[config.mk]
export PLATFORM = sky130hd
export DESIGN_NAME = lap_timer
export DESIGN_NICKNAME = d
export VERILOG_FILES = /design/src/rtl/timer_pkg.sv /design/src/rtl/time_counter.sv /design/src/rtl/lap_timer.sv
export SDC_FILE = /design/constraint.sdc
export NUM_CORES = 1
export LEC_CHECK = 0
export CAP_MARGIN = 10
export CORE_ASPECT_RATIO = 0.8
export CORE_UTILIZATION = 40
export CTS_CLUSTER_DIAMETER = 30
export DETAILED_ROUTE_END_ITERATION = 8
export DONT_BUFFER_PORTS = 1
export GPL_TIMING_DRIVEN = 0
export HOLD_SLACK_MARGIN = 0.05
export PLACE_DENSITY = 0.63
export SLEW_MARGIN = 20
export SYNTH_ARGS = -nofsm -noshare
export SYNTH_HDL_FRONTEND = slang
export SYNTH_SLANG_ARGS = --single-unit
[constraint.sdc]
create_clock -name clk -period 2.9 [get_ports clk]
set_input_delay 0.58 -clock clk [delete_from_list [all_inputs] [get_ports clk]]
set_output_delay 0.58 -clock clk [all_outputs]
set_load 0.02 [all_outputs]
[src/rtl/timer_pkg.sv]
// ---------------------------------------------------------------------------
// timer_pkg
// Shared time-field layout, field limits and FSM state encoding for the
// lap timer.
// Revision: 1.0 - initial release
// ---------------------------------------------------------------------------
`default_nettype none

package timer_pkg;

   // Packed time word: hour[23:19] min[18:13] sec[12:7] tick[6:0]
   localparam int TIME_W   = 24;
   localparam int TICK_W   = 7;
   localparam int SEC_W    = 6;
   localparam int MIN_W    = 6;
   localparam int HOUR_W   = 5;

   localparam int TICK_LSB = 0;
   localparam int SEC_LSB  = 7;
   localparam int MIN_LSB  = 13;
   localparam int HOUR_LSB = 19;

   localparam logic [SEC_W-1:0]  SEC_MAX  = 6'd59;
   localparam logic [MIN_W-1:0]  MIN_MAX  = 6'd59;
   localparam logic [HOUR_W-1:0] HOUR_MAX = 5'd23;

   typedef enum logic [1:0] {
      ST_IDLE    = 2'd0,
      ST_RUN     = 2'd1,
      ST_STOP    = 2'd2,
      ST_EXPIRED = 2'd3
   } state_e;

   // Field order matches the bit positions above (MSB first)
   typedef struct packed {
      logic [HOUR_W-1:0] hour;
      logic [MIN_W-1:0]  minute;
      logic [SEC_W-1:0]  second;
      logic [TICK_W-1:0] tick;
   } time_t;

endpackage

`default_nettype wire

[src/rtl/time_counter.sv]
// ---------------------------------------------------------------------------
// time_counter
// Tick prescaler plus cascaded tick/sec/min/hour counter. Countdown with
// saturating preset load is compiled in only with LAP_TIMER_COUNTDOWN_EN.
// Revision: 1.0 - initial release
// ---------------------------------------------------------------------------
`default_nettype none

module time_counter
   import timer_pkg::*;
#(
   parameter int CLK_FREQ_HZ = 100_000_000,
   parameter int TICK_HZ     = 100
) (
   input  logic              clk,
   input  logic              rst,
   input  logic              i_clear,
   input  logic              i_run,
   input  logic              i_load,
   input  logic              i_down,
   input  logic [TIME_W-1:0] i_preset,
   output logic [TIME_W-1:0] o_time,
   output logic              o_zero
);

   localparam int DIV = ((CLK_FREQ_HZ / TICK_HZ) > 0) ? (CLK_FREQ_HZ / TICK_HZ) : 1;
   localparam int PRE_W = (DIV > 1) ? $clog2(DIV) : 1;
   localparam logic [PRE_W-1:0]  PRE_LAST  = PRE_W'(DIV - 1);
   localparam logic [TICK_W-1:0] TICK_LAST = TICK_W'(TICK_HZ - 1);

   logic [PRE_W-1:0] pre_q, pre_d;
   time_t            time_q, time_d, up_time;
   logic             tick;

   // Terminal count of the prescaler is the tick; clear suppresses it
   assign tick = i_run && !i_clear && (pre_q == PRE_LAST);

   // Prescaler advances only while running, parked at zero otherwise
   always_comb begin
      pre_d = pre_q + 1'b1;
      if (i_clear || !i_run || tick) begin
         pre_d = '0;
      end
   end

   // Up-count by one tick with carry into sec/min/hour, full-day wrap
   always_comb begin
      up_time = time_q;
      if (time_q.tick == TICK_LAST) begin
         up_time.tick = '0;
         if (time_q.second == SEC_MAX) begin
            up_time.second = '0;
            if (time_q.minute == MIN_MAX) begin
               up_time.minute = '0;
               if (time_q.hour == HOUR_MAX) begin
                  up_time.hour = '0;
               end else begin
                  up_time.hour = time_q.hour + 1'b1;
               end
            end else begin
               up_time.minute = time_q.minute + 1'b1;
            end
         end else begin
            up_time.second = time_q.second + 1'b1;
         end
      end else begin
         up_time.tick = time_q.tick + 1'b1;
      end
   end

`ifdef LAP_TIMER_COUNTDOWN_EN
   time_t preset_val, load_time, dn_time;

   assign preset_val = time_t'(i_preset);

   // Preset load with each out-of-range field clamped to its maximum
   always_comb begin
      load_time = preset_val;
      if (preset_val.tick > TICK_LAST) load_time.tick = TICK_LAST;
      if (preset_val.second > SEC_MAX) load_time.second = SEC_MAX;
      if (preset_val.minute > MIN_MAX) load_time.minute = MIN_MAX;
      if (preset_val.hour > HOUR_MAX) load_time.hour = HOUR_MAX;
   end

   // Down-count by one tick with borrow; an all-zero time stays at zero
   always_comb begin
      dn_time = time_q;
      if (time_q.tick != '0) begin
         dn_time.tick = time_q.tick - 1'b1;
      end else begin
         dn_time.tick = TICK_LAST;
         if (time_q.second != '0) begin
            dn_time.second = time_q.second - 1'b1;
         end else begin
            dn_time.second = SEC_MAX;
            if (time_q.minute != '0) begin
               dn_time.minute = time_q.minute - 1'b1;
            end else begin
               dn_time.minute = MIN_MAX;
               dn_time.hour   = time_q.hour - 1'b1;
            end
         end
      end
      if (time_q == '0) begin
         dn_time = '0;
      end
   end

   assign o_zero = tick && i_down && (dn_time == '0);

   // Time register next value: clear, then load, then tick update
   always_comb begin
      time_d = time_q;
      if (i_clear) begin
         time_d = '0;
      end else if (i_load) begin
         time_d = load_time;
      end else if (tick) begin
         time_d = i_down ? dn_time : up_time;
      end
   end
`else
   // Countdown controls have no effect in this build
   logic unused_cfg;
   assign unused_cfg = ^{i_load, i_down, i_preset};
   assign o_zero     = 1'b0;

   // Time register next value: clear, then tick update
   always_comb begin
      time_d = time_q;
      if (i_clear) begin
         time_d = '0;
      end else if (tick) begin
         time_d = up_time;
      end
   end
`endif

   // Prescaler and time registers
   always_ff @(posedge clk or negedge rst) begin
      if (!rst) begin
         pre_q  <= '0;
         time_q <= '0;
      end else begin
         pre_q  <= pre_d;
         time_q <= time_d;
      end
   end

   assign o_time = time_q;

endmodule

`default_nettype wire

[src/rtl/lap_timer.sv]
// ---------------------------------------------------------------------------
// lap_timer
// Run/stop stopwatch with a circular lap-capture buffer. Countdown mode,
// preset load and expiry are compiled in only with LAP_TIMER_COUNTDOWN_EN.
// Revision: 1.0 - initial release
// ---------------------------------------------------------------------------
`default_nettype none

module lap_timer
   import timer_pkg::*;
#(
   parameter int CLK_FREQ_HZ = 100_000_000,
   parameter int TICK_HZ     = 100,
   parameter int LAP_DEPTH   = 4
) (
   input  logic                       clk,
   input  logic                       rst,
   input  logic                       i_runstop,
   input  logic                       i_clear,
   input  logic                       i_lap,
   input  logic                       i_lap_rd,
   input  logic                       i_mode_down,
   input  logic                       i_load,
   input  logic [TIME_W-1:0]          i_preset,
   output logic [TIME_W-1:0]          o_time,
   output logic [TIME_W-1:0]          o_lap_data,
   output logic                       o_lap_valid,
   output logic [$clog2(LAP_DEPTH):0] o_lap_count,
   output logic                       o_lap_ovf,
   output logic                       o_running,
   output logic                       o_expired
);

   localparam int PTR_W = $clog2(LAP_DEPTH);
   localparam int CNT_W = PTR_W + 1;
   localparam logic [CNT_W-1:0] CNT_FULL = CNT_W'(LAP_DEPTH);

   state_e            state_q, state_d;
   logic              zero;
   logic              load_en;

   logic [TIME_W-1:0] lap_mem_q [LAP_DEPTH];
   logic [PTR_W-1:0]  wr_ptr_q, wr_ptr_d;
   logic [PTR_W-1:0]  rd_ptr_q, rd_ptr_d;
   logic [CNT_W-1:0]  count_q, count_d;
   logic [TIME_W-1:0] lap_data_q, lap_data_d;
   logic              lap_valid_q, lap_valid_d;
   logic              ovf_q, ovf_d;
   logic              full, lap_wr, lap_rd;

   assign load_en = i_load && ((state_q == ST_IDLE) || (state_q == ST_STOP));

   time_counter #(
      .CLK_FREQ_HZ (CLK_FREQ_HZ),
      .TICK_HZ     (TICK_HZ)
   ) u_time_counter (
      .clk      (clk),
      .rst      (rst),
      .i_clear  (i_clear),
      .i_run    (state_q == ST_RUN),
      .i_load   (load_en),
      .i_down   (i_mode_down),
      .i_preset (i_preset),
      .o_time   (o_time),
      .o_zero   (zero)
   );

   // Run-state next-state logic; clear wins, expiry beats a stop request
   always_comb begin
      state_d = state_q;
      if (i_clear) begin
         state_d = ST_IDLE;
      end else begin
         case (state_q)
            ST_IDLE:    if (i_runstop) state_d = ST_RUN;
            ST_RUN: begin
               if (zero)           state_d = ST_EXPIRED;
               else if (i_runstop) state_d = ST_STOP;
            end
            ST_STOP:    if (i_runstop) state_d = ST_RUN;
            ST_EXPIRED: state_d = ST_EXPIRED;
            default:    state_d = ST_IDLE;
         endcase
      end
   end

   // Run-state register
   always_ff @(posedge clk or negedge rst) begin
      if (!rst) state_q <= ST_IDLE;
      else      state_q <= state_d;
   end

   assign o_running = (state_q == ST_RUN);
`ifdef LAP_TIMER_COUNTDOWN_EN
   assign o_expired = (state_q == ST_EXPIRED);
`else
   assign o_expired = 1'b0;
`endif

   assign full   = (count_q == CNT_FULL);
   assign lap_wr = i_lap && !i_clear && ((state_q == ST_RUN) || (state_q == ST_STOP));
   assign lap_rd = i_lap_rd && !i_clear && (count_q != '0);

   // Lap buffer bookkeeping: a write into a full buffer drops the oldest
   // entry unless a read retires it in the same cycle
   always_comb begin
      wr_ptr_d    = wr_ptr_q;
      rd_ptr_d    = rd_ptr_q;
      count_d     = count_q;
      lap_data_d  = lap_data_q;
      lap_valid_d = 1'b0;
      ovf_d       = ovf_q;
      if (i_clear) begin
         wr_ptr_d   = '0;
         rd_ptr_d   = '0;
         count_d    = '0;
         lap_data_d = '0;
         ovf_d      = 1'b0;
      end else begin
         if (lap_wr) begin
            wr_ptr_d = wr_ptr_q + 1'b1;
         end
         if (lap_rd) begin
            lap_data_d  = lap_mem_q[rd_ptr_q];
            lap_valid_d = 1'b1;
         end
         if (lap_rd || (lap_wr && full)) begin
            rd_ptr_d = rd_ptr_q + 1'b1;
         end
         if (lap_wr && full && !lap_rd) begin
            ovf_d = 1'b1;
         end
         if (lap_wr && !full && !lap_rd) begin
            count_d = count_q + 1'b1;
         end else if (lap_rd && !lap_wr) begin
            count_d = count_q - 1'b1;
         end
      end
   end

   // Lap buffer control registers
   always_ff @(posedge clk or negedge rst) begin
      if (!rst) begin
         wr_ptr_q    <= '0;
         rd_ptr_q    <= '0;
         count_q     <= '0;
         lap_data_q  <= '0;
         lap_valid_q <= 1'b0;
         ovf_q       <= 1'b0;
      end else begin
         wr_ptr_q    <= wr_ptr_d;
         rd_ptr_q    <= rd_ptr_d;
         count_q     <= count_d;
         lap_data_q  <= lap_data_d;
         lap_valid_q <= lap_valid_d;
         ovf_q       <= ovf_d;
      end
   end

   // Lap storage captures the time as it stood before this edge's tick
   always_ff @(posedge clk) begin
      if (lap_wr) begin
         lap_mem_q[wr_ptr_q] <= o_time;
      end
   end

   assign o_lap_data  = lap_data_q;
   assign o_lap_valid = lap_valid_q;
   assign o_lap_count = count_q;
   assign o_lap_ovf   = ovf_q;

endmodule

`default_nettype wire

==> parameters.txt <==
Parameter                              Value

Placement
  Weighted congestion at the end of routability-driven global placement ... 0.807
  Placed wire-length estimate after detailed placement ... 10200 um
  Count of port buffers added during placement ... 0
  Pre-CTS setup slack ... -0.154 ns

Floorplanning
  I/O pins ... 87
  Starting utilization of the core area ... 0.411
  Die Y-Extent ... 124 um
  Total number of placement rows ... 44
  Area of the die ... 0.0193 mm^2
  CORE AREA ... 0.0182 mm^2
  DIE WIDTH ... 155 um

STA
  Final worst slack ... 0.218 ns
  Min cycle time layout ... 2.68 ns
  Final setup fails ... 0
  Period utilization ... 0.925
  Final Hold Violating Endpoints ... 0
  Max Fclk ... 373 MHz
  Setup TNS after final layout ... 0 ns
  Largest clock skew in the final design ... 0.0137 ns
  Count of pins over their slew limit ... 0
  Unrepaired setup endpoints after global routing ... no
  Actual slew at the worst max-slew pin ... 0.793 ns
  Worst hold slack after final layout ... 0.422 ns
  Remaining max-slew budget at the tightest pin ... 0.471

Critical path
  Worst Setup Start Kind ... register
  Critical path class ... reg2reg
  Slowest-stage cell, CP ... dfrtp_1
  First element of the critical path ... o_lap_count[1]
  Endpoint kind of the worst setup timing path ... register
  Ordered list of cells on the worst path ... or2_2, clkbuf_1, o21ai_0, a21oi_1, fa_1, or3_1, a311oi_1, nor2_1
  Data required time at the worst endpoint ... 3.19 ns
  CP Buf/Inv Count ... 1
  Critical R2R Launch ... o_lap_count[1]
  Delay-heaviest family, CP ... simple AND/OR/NAND/NOR gates
  Crit Path Max Fanout ... 8
  Worst endpoint data arrival time ... 2.97 ns
  Peak per-stage delay on the critical path ... 0.53 ns

Synthesis
  Mapped Cells ... 569
  Yosys warns ... 0
  Share of flip-flops with an asynchronous set or reset ... 0.451
  Top FF cell, synth ... edfxtp_1
  Number of different library cells in the post-synthesis netlist ... 56
  Post-synthesis average cell area ... 13.1 um^2
  Nets in the synthesized netlist ... 615
  Sequential area share after synthesis ... 0.650
  Post-synthesis instance area ... 0.00748 mm^2
  Post-synth EDFFs ... 96
  Number of synthesized register bits ... 175

Cells and area
  Area delta synth->final ... 13.2%
  Most common cell after layout, fill and taps aside ... edfxtp_1
  Ratio of cells with drive above 1 in the final layout ... 0.126
  Antenna diodes ... 0
  Total number of nets in the final design ... 638
  Commonest cells after routing, fill and taps aside ... edfxtp_1, dfrtp_1, nand2_1, a21oi_1, nor2_1
  Final core utilization ... 0.465

Power
  P_sw ... 1.71 mW
  IR Drop Worst-Case VDD ... 0.361 mV
  Switching fraction of total power ... 0.274
  Sequential fraction of design power ... 0.475
  Areal power density over the cells ... 735 mW/mm^2
  LEAKAGE ... 3.04 nW
  Internal power ... 4.52 mW
  Clock network power share ... 0.378
  Comb pwr share ... 0.148

Clocking
  Clock slew at reported path FFs ... 0.07 ns
  Latest clock arrival within the worst-skew pair ... 0.43 ns
  CTS sink count ... 175
  Buffer depth of the longest clock path ... 2
  Number of clock buffers inserted by TritonCTS ... 17
  Total number of H-tree levels ... 4
  CTS tree ... built
  Library cell used as clock root buffer ... clkbuf_16

Drt
  Number of vias after detailed routing ... 4565
  Final routed wirelength across all metal layers ... 15700 um
  Number of nets still failing antenna checks after routing ... 0
  Final routed DRC violation total ... 0
  Post-detailed-route wirelength per cell ... 18.3 um
  Vias/cell ... 5.32
  Starting DRT DRC Count ... 342
  Pre-Repair DR Iteration Count ... 5

GRT
  Global-route wire length before repair ... 24600 um
  Via count of the first global-routing pass ... 4527
  Total overflow reported by the global router ... 0
  Initial antenna violation count ... 1
  Met3 GRT Util ... 0.0574
  Maximum number of pins on one net before global-route repair ... 80
  Met2 track demand over resource ... 0.283
  Met1 track utilization from global routing ... 0.208
  GRT Max-Usage Layer ... met2
  All-layer global routing usage ... 0.170

Flow run
  Maxcap violations ... 0

Hold path
  Worst min path class ... in2reg
  Start point of the worst hold path ... i_runstop

Outcome
  Status ... finished clean
[layout make-up]
type                       instances  area (um^2)
clock inverter                    11          160
buffer                            29          119
fill                            1595         9750
inverter                          15         56.3
sequential                       175         4860
clock buffer                      21          450
tap                              253          317
multi-input combinational        350         2450
timing repair buffer               4         52.6
[Yosys cell counts (4+ instances only)]
cell,n,area share
edfxtp_1,96,0.39
dfrtp_1,79,0.26
nand2_1,72,0.036
a21oi_1,51,0.034
nor2_1,40,0.020
clkbuf_1,24,0.012
mux4_2,24,0.072
o21ai_0,21,0.014
nand3_1,16,0.011
inv_1,15,0.0075
ha_1,13,0.022
or3_1,12,0.010
xnor2_1,10,0.012
and2_1,9,0.0075
xor2_1,9,0.011
nand4_1,8,0.0067
a31oi_1,5,0.0042
nand2b_1,5,0.0042
nand3b_1,5,0.0050
nor2b_1,4,0.0033
nor3_1,4,0.0027
or4_1,4,0.0040
[per-layer routing]
| layer | wire [um] | share of wire |
|---|---|---|
| met4 | 214 | 0.014 |
| met1 | 6840 | 0.44 |
| met2 | 7710 | 0.49 |
| met5 | 17 | 0.0011 |
| met3 | 890 | 0.057 |
[flip-flops by register name, indices dropped and copies added (netlist names), 2 cells and up]
signal,cells
u_time_counter.pre_q,20
u_time_counter.o_time,24
state_q,2
o_lap_count,3
rd_ptr_q,2
wr_ptr_q,2
o_lap_data,24
lap_mem_q,96
[power by group through the flow]
stage / combinational [mW] / sequential (mW) / clock (mW)
finish: 0.920 / 2.96 / 2.35
floorplan: 0.686 / 2.98 / 0
detailed placement: 0.889 / 3.01 / 0
CTS: 0.922 / 2.96 / 2.40
global route: 1.02 / 2.97 / 2.49
global placement: 0.858 / 3.00 / 0
[cells by family (layout without fill, tap and decap cells)]
group                      after synthesis  after routing  synth area share
buffers and inverters                   44             80            0.0231
DFF                                    175            175             0.650
xor gates and xnor gates                19             19            0.0222
other                                    1              1          0.000501
AOI/OAI and AO/OA                       89             89            0.0656
muxes                                   27             27            0.0769
and+or+nand+nor                        200            200             0.138
adders and majority gates               14             14            0.0244
[worst paths after layout]
| kind | slack, ns | end | cells past startpoint |
|---|---|---|---|
| min in group asynchronous | 0.67 | o_lap_data[8] | 2 |
| max in group asynchronous | 1.81 | u_time_counter.o_time[23] | 2 |
| max | 0.22 | o_lap_count[2] | 8 |
| min | 0.42 | state_q[1] | 2 |
| max reg2reg | 0.22 | o_lap_count[2] | 8 |
| min reg2reg | 0.45 | u_time_counter.pre_q[0] | 1 |
[repair_timing]
| item | 4_1_cts | 5_1_grt |
|---|---|---|
| resized for setup | 0 | 5 |
| endpoints found under the setup margin | 0 | 1 |
| endpoints found under the hold margin | 79 | 0 |
| buffers inserted | 0 | 2 |
| hold buffers | 2 | 0 |
[metrics by stage]
step                      total power, mW  instance area (um^2)  cells
after detailed placement             3.90                  7800    822
after global routing                 6.48                  8470    858
after CTS                            6.28                  8450    856
after global placement               3.86                  7800    822
after floorplan                      3.67                  7480    569
final                                6.23                  8470    858
Note: power is estimated with default switching activity, not from simulation.
